--- src/rtl/measurement_sequencer.sv ---
// ---------------------------------------------------------------------------
// measurement_sequencer
//
// Sequences one amplitude measurement: clears the DSP chain, runs the data
// source for N*M samples, waits for the selected lockin result, then latches
// the amplitude from the amplitude calculator.
//
//   IDLE -> FLUSH -> ACQUIRE -> WAIT_LI -> WAIT_AMP -> DONE -> IDLE
//
// Ports
//   clk, reset_n       : clock, asynchronous active-low reset
//   start, abort       : one-cycle control requests (abort has priority)
//   mode               : 0 = coherent average + lockin, 1 = plain lockin
//   x_valid            : data source sample strobe
//   li_valid           : plain lockin result valid
//   ca_li_valid        : CA+lockin result valid
//   amp_done           : amplitude calculator output ready
//   amp_li, amp_ca_li  : amplitudes for the two paths
//   src_enable         : data source enable (high throughout ACQUIRE)
//   dsp_clr_n          : active-low clear for CA / lockin / amplitude blocks
//   busy, done         : status; done is a single-cycle pulse
//   timeout            : sticky watchdog flag (0 unless watchdog built in)
//   result             : latched amplitude, held until the next DONE
//   sample_count       : saturating count of samples in this acquisition
//
// Build option
//   SEQ_WATCHDOG_EN    : when defined, the time spent in WAIT_LI + WAIT_AMP is
//                        limited to TIMEOUT_CYCLES; expiry returns to IDLE and
//                        sets timeout until the next accepted start.
// ---------------------------------------------------------------------------
module measurement_sequencer #(
  parameter int M              = 32,
  parameter int N              = 32,
  parameter int FLUSH_CYCLES   = 4,
  parameter int TIMEOUT_CYCLES = 65535
) (
  input  logic        clk,
  input  logic        reset_n,
  input  logic        start,
  input  logic        abort,
  input  logic        mode,
  input  logic        x_valid,
  input  logic        li_valid,
  input  logic        ca_li_valid,
  input  logic        amp_done,
  input  logic [15:0] amp_li,
  input  logic [15:0] amp_ca_li,
  output logic        src_enable,
  output logic        dsp_clr_n,
  output logic        busy,
  output logic        done,
  output logic        timeout,
  output logic [15:0] result,
  output logic [31:0] sample_count
);

  typedef enum logic [2:0] {
    S_IDLE,
    S_FLUSH,
    S_ACQUIRE,
    S_WAIT_LI,
    S_WAIT_AMP,
    S_DONE
  } state_e;

  localparam logic [31:0] TOTAL_SAMPLES = 32'(M * N);
  localparam logic [15:0] FLUSH_LAST    = 16'(FLUSH_CYCLES - 1);

  state_e      state_q, state_d;
  logic        mode_q, mode_d;
  logic [15:0] flush_cnt_q, flush_cnt_d;
  logic [31:0] count_q, count_d;
  logic [15:0] result_q, result_d;
  logic        src_enable_q, src_enable_d;
  logic        dsp_clr_n_q, dsp_clr_n_d;
  logic        busy_q, busy_d;
  logic        done_q, done_d;
  logic        li_sel_valid;

`ifdef SEQ_WATCHDOG_EN
  localparam logic [31:0] WD_LAST = 32'(TIMEOUT_CYCLES - 1);
  logic [31:0] wd_cnt_q, wd_cnt_d;
  logic        timeout_q, timeout_d;
`endif

  // Only the lockin path chosen at start may advance WAIT_LI.
  assign li_sel_valid = mode_q ? li_valid : ca_li_valid;

  always_comb begin
    // NOTE: every signal written here gets a hold-value default first; a
    // path that leaves one unassigned would infer a latch.
    state_d     = state_q;
    mode_d      = mode_q;
    flush_cnt_d = flush_cnt_q;
    count_d     = count_q;
    result_d    = result_q;
`ifdef SEQ_WATCHDOG_EN
    wd_cnt_d    = wd_cnt_q;
    timeout_d   = timeout_q;
`endif

    case (state_q)
      S_IDLE: begin
        if (start) begin
          mode_d      = mode;
          count_d     = '0;
          flush_cnt_d = '0;
`ifdef SEQ_WATCHDOG_EN
          wd_cnt_d    = '0;
          timeout_d   = 1'b0;
`endif
          state_d     = S_FLUSH;
        end
      end

      S_FLUSH: begin
        if (flush_cnt_q == FLUSH_LAST) begin
          state_d = S_ACQUIRE;
        end else begin
          flush_cnt_d = flush_cnt_q + 16'd1;
        end
      end

      S_ACQUIRE: begin
        if (x_valid) begin
          if (count_q != '1) begin
            count_d = count_q + 32'd1;
          end
          // The final sample leaves ACQUIRE, which drops src_enable next cycle.
          if (count_d == TOTAL_SAMPLES) begin
            state_d = S_WAIT_LI;
          end
        end
      end

      S_WAIT_LI: begin
        if (li_sel_valid) begin
          state_d = S_WAIT_AMP;
        end
      end

      S_WAIT_AMP: begin
        if (amp_done) begin
          result_d = mode_q ? amp_li : amp_ca_li;
          state_d  = S_DONE;
        end
      end

      S_DONE: begin
        state_d = S_IDLE;
      end

      default: begin
        state_d = S_IDLE;
      end
    endcase

`ifdef SEQ_WATCHDOG_EN
    // Watchdog covers both wait states as one budget; expiry overrides any
    // progress seen in the same cycle.
    if (state_q == S_WAIT_LI || state_q == S_WAIT_AMP) begin
      if (wd_cnt_q == WD_LAST) begin
        state_d   = S_IDLE;
        result_d  = result_q;
        timeout_d = 1'b1;
      end else begin
        wd_cnt_d = wd_cnt_q + 32'd1;
      end
    end
`endif

    // Abort beats everything else that could happen in the same cycle.
    if (abort && state_q != S_IDLE) begin
      state_d  = S_IDLE;
      count_d  = count_q;
      result_d = result_q;
`ifdef SEQ_WATCHDOG_EN
      timeout_d = timeout_q;
`endif
    end

    // Outputs are registered from the next state so they line up with it.
    src_enable_d = (state_d == S_ACQUIRE);
    dsp_clr_n_d  = (state_d != S_FLUSH);
    busy_d       = (state_d != S_IDLE);
    done_d       = (state_d == S_DONE);
  end

  always_ff @(posedge clk or negedge reset_n) begin
    if (!reset_n) begin
      state_q      <= S_IDLE;
      mode_q       <= 1'b0;
      flush_cnt_q  <= '0;
      count_q      <= '0;
      result_q     <= '0;
      src_enable_q <= 1'b0;
      dsp_clr_n_q  <= 1'b0;
      busy_q       <= 1'b0;
      done_q       <= 1'b0;
`ifdef SEQ_WATCHDOG_EN
      wd_cnt_q     <= '0;
      timeout_q    <= 1'b0;
`endif
    end else begin
      // NOTE: non-blocking assignments so every flop samples pre-edge values.
      state_q      <= state_d;
      mode_q       <= mode_d;
      flush_cnt_q  <= flush_cnt_d;
      count_q      <= count_d;
      result_q     <= result_d;
      src_enable_q <= src_enable_d;
      dsp_clr_n_q  <= dsp_clr_n_d;
      busy_q       <= busy_d;
      done_q       <= done_d;
`ifdef SEQ_WATCHDOG_EN
      wd_cnt_q     <= wd_cnt_d;
      timeout_q    <= timeout_d;
`endif
    end
  end

  assign src_enable   = src_enable_q;
  assign dsp_clr_n    = dsp_clr_n_q;
  assign busy         = busy_q;
  assign done         = done_q;
  assign result       = result_q;
  assign sample_count = count_q;

`ifdef SEQ_WATCHDOG_EN
  assign timeout = timeout_q;
`else
  assign timeout = 1'b0;
`endif

endmodule

--- config.mk ---
export PLATFORM = sky130hd
export DESIGN_NAME = measurement_sequencer
export DESIGN_NICKNAME = d
export VERILOG_FILES = /design/src/rtl/measurement_sequencer.sv
export SDC_FILE = /design/constraint.sdc
export NUM_CORES = 1
export LEC_CHECK = 0
export ABC_AREA = 1
export BUFFER_PORTS_ARGS = -buffer_cell sky130_fd_sc_hd__buf_2
export CAP_MARGIN = 15
export CELL_PAD_IN_SITES_DETAIL_PLACEMENT = 1
export CELL_PAD_IN_SITES_GLOBAL_PLACEMENT = 2
export CORE_AREA = 2 2 125 127
export DETAILED_ROUTE_END_ITERATION = 7
export DIE_AREA = 0 0 127 129
export PLACE_DENSITY = 0.85
export SLEW_MARGIN = 25
export SYNTH_ARGS = -nofsm -noshare
export SYNTH_HDL_FRONTEND = slang
export SYNTH_SLANG_ARGS = --single-unit
export TNS_END_PERCENT = 10
--- constraint.sdc ---
create_clock -name clk -period 2.43 [get_ports clk]
set_input_delay 0.486 -clock clk [delete_from_list [all_inputs] [get_ports clk]]
set_output_delay 0.486 -clock clk [all_outputs]
set_load 0.01 [all_outputs]
Word level (Yosys, flattened, before mapping)
Index checks and enable logic that the tools add are counted.

Register bits after elaboration: 72. Latch bits: 0. Bits in writable memories: 0. Memory bits (read-only): 0. Bits of input ports: 41. Output and inout bits: 53. Memories kept: 0.

Add/sub/neg operators: 2. $mul: 0. Divide/modulo/power cells: 0. Order comparisons: 0. Equality and inequality tests: 13. Shifts and indexed selects: 0. Muxes and demuxes: 19. Bitwise logic cells: 1. Reduce and logical (&&, ||, !) cells: 10.

Operator list (number): two-way mux 32 bit (5); one-hot mux 32 bit (2 select lines) (1); two-way mux 16 bit (3); adder 32 x 1 -> 32 bit (second input constant) (1); == test 32 x 11 -> 1 bit (second input constant) (1); inequality test 32 bit (second input constant) (1); one-hot mux 16 bit (2 select lines) (1); two-way mux 3 bit (7); adder 16 x 1 -> 16 bit (second input constant) (1); == test 16 x 2 -> 1 bit (second input constant) (1); one-hot mux 3 bit (5 select lines) (1); == test 3 x 2 -> 1 bit (second input constant) (3); == test 3 bit (second input constant) (2); inequality test 2 bit (second input constant) (3); AND reduction 3 bit (2); nonzero test 3 bit (2); AND reduction 4 bit (1); nonzero test 2 bit (2); == test 3 x 1 -> 1 bit (second input constant) (1); logical NOT 3 bit (1); inequality test 3 x 1 -> 1 bit (second input constant) (1); AND reduction 2 bit (1); logical AND 1 bit (1); two-way mux 1 bit (1); NOT 1 bit (1).

Logic depth before layout (Yosys ltp)
Depth after elaboration: 10. Gate-level depth with buffers: 17. Gate-level depth less buffers: 16.

Worst setup path before layout
No wires, ideal clock.

Path type: flip-flop to flip-flop. Start point: register count_q[0] (netlist: sample_count[0]). End point: register dsp_clr_n_q (netlist: dsp_clr_n). Library setup time: 133 ps. Arrival time: 1951 ps. Required time: 2297 ps. Path slack: 347 ps. Cell stages (with the launch flop): 16. Cells stage by stage: dfrtp_1 > ha_1 > nand3_2 > inv_2 > nand2_4 > nor2_8 > nand2_4 > buf_6 > nand2_4 > nand2_1 > nor2_1 > nand2_1 > nor2_1 > nand2_1 > nand2_2 > nand4_1.

Cells in the longest elaborated chain, start to end: 10.

Ends and longest elaborated chain: start, declared (line 72) `logic [31:0] count_q, count_d;`; start signal, assigned (line 209) `count_q <= count_d;`; adder 32 x 1 -> 32 bit / inequality test 32 bit (equally long branches) (line 127, 126); two-way mux 32 bit (*) (line 126) `if (count_q != '1) begin`; two-way mux 32 bit (*) (line 125) `if (x_valid) begin`; two-way mux 32 bit (*) (line 102) `case (state_q)`; == test 32 x 11 -> 1 bit (*) (line 130) `if (count_d == TOTAL_SAMPLES) begin`; two-way mux 3 bit (*) (line 130); two-way mux 3 bit (*) (line 125); one-hot mux 3 bit (5 select lines) (*) (line 102); two-way mux 3 bit (*) (line 173) `if (abort && state_q != S_IDLE) begin`; inequality test 3 x 1 -> 1 bit (*) (line 184) `dsp_clr_n_d = (state_d != S_FLUSH);`; via dsp_clr_n_d (line 75) `logic dsp_clr_n_q, dsp_clr_n_d;`; end signal, assigned (line 212) `dsp_clr_n_q <= dsp_clr_n_d;`; end, declared (line 75).

The timed path passes the listed nets; every way through them passes the cells marked *. The select of a mux whose other input is x is not followed. A chain may end at the register's enable or synchronous reset.

Worst setup path in the final report
Same ends and word-level chain as after synthesis.

==> reports/qor.txt <==
=======================================================================================
Combinational group share of total power                                          32.0%
Number of detailed-route iterations in the first pass                                 4
CP most frequent cell                                                           nand2_1
Clk_lat worst skew                                                               340 ps
Nature of the critical path endpoint                                          flip-flop
Hold violation total from the final report                                            0
Placeable core region                                                         15000 um2
Main combinational cell family by area after synthesis                     simple AND/OR/NAND/NOR gates
Number of core rows                                                                  45
Initial antenna violation count                                                       0
Required time worst endpoint                                                    2640 ps
Layout fillers                                                                     1934
Part of the total power dissipated in the clock network                           33.1%
Cell types with the largest area share after synthesis                     dfrtp_1 (40%), nand2_1 (16%), nor2_1 (7.2%)
Highest clock rate                                                              445 MHz
Status                                                                     finished, final reports clean
Count of input and output buffers                                                    92
Number of violations reported at the end of detailed-routing iteration 0            210
Flip-flop cell with the highest count after synthesis                           dfrtp_1
Final layout net count                                                              801
Antenna cells                                                                         0
Worst hold margin                                                                128 ps
Library cell with the highest instance count after synthesis                    nand2_1
Fraction of synthesized cell area in xor and xnor cells                           2.95%
Register area share after synthesis                                               40.4%
CP top delay family                                                        simple AND/OR/NAND/NOR gates
Worst Clk Skew                                                                  7.51 ps
Summed instance area of the synthesized netlist                                4460 um2
Cell breakdown of the critical path                                        ha_1 > nand3_2 > inv_2 > nand2_4 > nor2_8 > nand2_4 > inv_2 > buf_4 > nor2_2 > nand2_1 > nor2_1 > nand2_1 > nor2_2 > nand2_1 > nand2_2 > nand4_1
Number of setup buffers added after CTS                                               0
Path class of the lowest-slack min-delay path                                  in2async
Number of nets in the synthesized netlist                                           693
Area share of fa/ha/maj cells after synthesis                                    0.561%
Setup crit start kind                                                         flip-flop
Slew of the pin with the lowest slew margin                                      535 ps
Combined buffer and inverter count along the critical path                            3
Maximum number of pins on one net before global-route repair                         39
Crit path kind                                                                  reg2reg
Via count of the first global-routing pass                                         5099
Post-Layout Cell Count                                                              950
Aggregate routed wire length                                                    15.9 mm
Maximum vdd ir drop                                                          0.000331 V
Multiplexer area fraction after synthesis                                        0.225%
Cell with the largest stage delay on the worst path                             dfrtp_1
Global-route total usage across every layer                                       20.4%
Post-DP HPWL                                                                    12.4 mm
Clock tree buffer depth                                                               2
Chip height                                                                      129 um
Area leader, netlist                                                            dfrtp_1
Number of flops mapped to enable cells by yosys                                       0
Starting Density                                                                  29.8%
CTS root buffer                                                               clkbuf_16
Number of placed instances, taps included                                           935
DRC                                                                                   0
Post-synthesis to final-layout area growth                                        25.8%
Count of final max-slew check failures                                                0
DR WL/cell                                                                      16.8 um
Count of max-cap constraint violations                                                0
Share of the synthesized area in compound gates (AO/OA/AOI/OAI)                   11.9%
Number of primary I/O pins                                                           94
DIE AREA                                                                      16400 um2
Clock tree sinks                                                                     72
Horizontal die dimension                                                         127 um
Clock tree from TritonCTS                                                         built
Post-synthesis sequential element count                                              72
NetSw                                                                           1.64 mW
Worst slew margin relative to its limit                                           64.3%
Cell count after synthesis                                                          650
CTS HTree Levels                                                                      3
Delay contributed by the slowest stage of the critical path                      380 ps
Final period demand of the worst path                                           2250 ps
Switching power share of the total                                                36.9%
Ratio of routed vias to standard cells                                             4.92
First-pass GRT wire length                                                      26.2 mm
Top cells by instance count after synthesis                                nand2_1 (186), nor2_1 (86), inv_1 (84), dfrtp_1 (72), o21ai_0 (64)
Ratio of final minimum period to clock period                                     92.5%
Yosys synthesis warning count                                                         0
Mean cell area of the mapped netlist                                           6.86 um2
Synthesized-area fraction occupied by and/or/nand/nor cells                       34.7%
Number of vias in the routed layout                                                4676
Critical path arrival                                                           2460 ps
Max Fanout on Critical Path                                                          10
Power Density                                                                794 nW/um2
Pleak                                                                           2.74 nW
Setup repair after global routing missed its margin                                true
Final GP Congestion                                                               0.898
Internal                                                                        2.81 mW
Sequential Power Share                                                            34.9%
Clock-pin slew on the worst setup and hold paths                                  60 ps
Antenna-violating nets left                                                           0
Final core occ                                                                    37.5%
Share of synthesized flip-flops with an asynchronous set or reset                  100%
TritonCTS buffer count                                                                9
Count of distinct cell types in the synthesized netlist                              35
Remaining global-route overflow                                                       0
Proportion of netlist area held by the largest area contributor                   40.4%
Ratio of cells with drive above 1 in the final layout                             21.8%
Setup-failing EPs final                                                               0
=======================================================================================
## per-layer routing
metal  part of all wire, %  GRT usage [%]  vias to the layer above
li1                      -              -                     2296
met1                    45           25.5                     2265
met2                    49           36.1                       96
met3                   4.3           4.07                       19
met4                   1.6           5.62                        0
met5                     0              0                        -
## worst paths after layout
kind	end	start	slack, ps	cells past startpoint
worst max-delay path	dsp_clr_n	sample_count[0]	180	16
worst max register to register	dsp_clr_n	sample_count[0]	180	16
min in group clk	mode_q	mode	350	3
worst min-delay path	sample_count[21]	reset_n	130	1
worst min register to register	result[3]	result[3]	480	2
max in group asynchronous	sample_count[2]	reset_n	1690	2
## power groups by stage
stage / Sequential (mW) / Combinational (mW) / Clock [mW]
after CTS: 1.56 / 1.44 / 1.52
after floorplan: 1.62 / 0.789 / 0
after detailed placement: 1.57 / 1.44 / 0
final: 1.55 / 1.42 / 1.48
after global placement: 1.56 / 1.36 / 0
after global routing: 1.58 / 1.61 / 1.57
## registers in the layout (all words and copies together), names as in the netlist
signal,flops
mode_q,1
busy,1
flush_cnt_q,16
sample_count,32
state_q,3
done,1
src_enable,1
dsp_clr_n,1
result,16
## through the flow
| stage | setup TNS (ps) | power (mW) | setup WS, ps | instance area [um2] |
|---|---|---|---|---|
| 3_5_place_dp | 0 | 3.01 | 73.1 | 5250 |
| 4_1_cts | 0 | 4.52 | 73.2 | 5570 |
| 3_3_place_gp | 0 | 2.92 | 140 | 5250 |
| 5_1_grt | -16.0 | 4.76 | -16.0 | 5610 |
| 6_report | 0 | 4.45 | 182 | 5610 |
| 2_1_floorplan | 0 | 2.41 | 347 | 4460 |
## layout by cell type, fill, tap and decap left out, drive strengths merged, types with 2 or more instances in the layout
master,n
nand2,194
buf,113
nor2,95
inv,87
dfrtp,72
o21ai,64
nand3,34
o22ai,19
nor3,17
xor2,14
a21oi,12
nand4,11
clkbuf,10
nor4,2
nand3b,2
bufinv,2
ha,2
clkinv,2
## final cells by class
class | instances | area (um2) | share of cell area (%)
clock buffers | 10 | 239 | 4.26
clock inverters | 5 | 81.3 | 1.45
inverters | 87 | 327 | 5.82
multi-input cells | 475 | 2290 | 40.8
flip-flops and latches | 72 | 1810 | 32.2
well taps | 188 | 235 | 4.19
repair buffers | 113 | 633 | 11.3
## logic make-up after synthesis
family | count (synthesis)
simple gates | 357
buf+inv | 103
compound gates | 99
flops | 72
xor+xnor | 15
fa+ha+maj | 2
other cells | 1
mux | 1
## repair_timing
item | 4_1_cts | 5_1_grt
setup endpoints to repair | 0 | 6
resized for setup | 0 | 17
hold buffers | 0 | 0
Note: power is estimated with default switching activity, not from simulation.
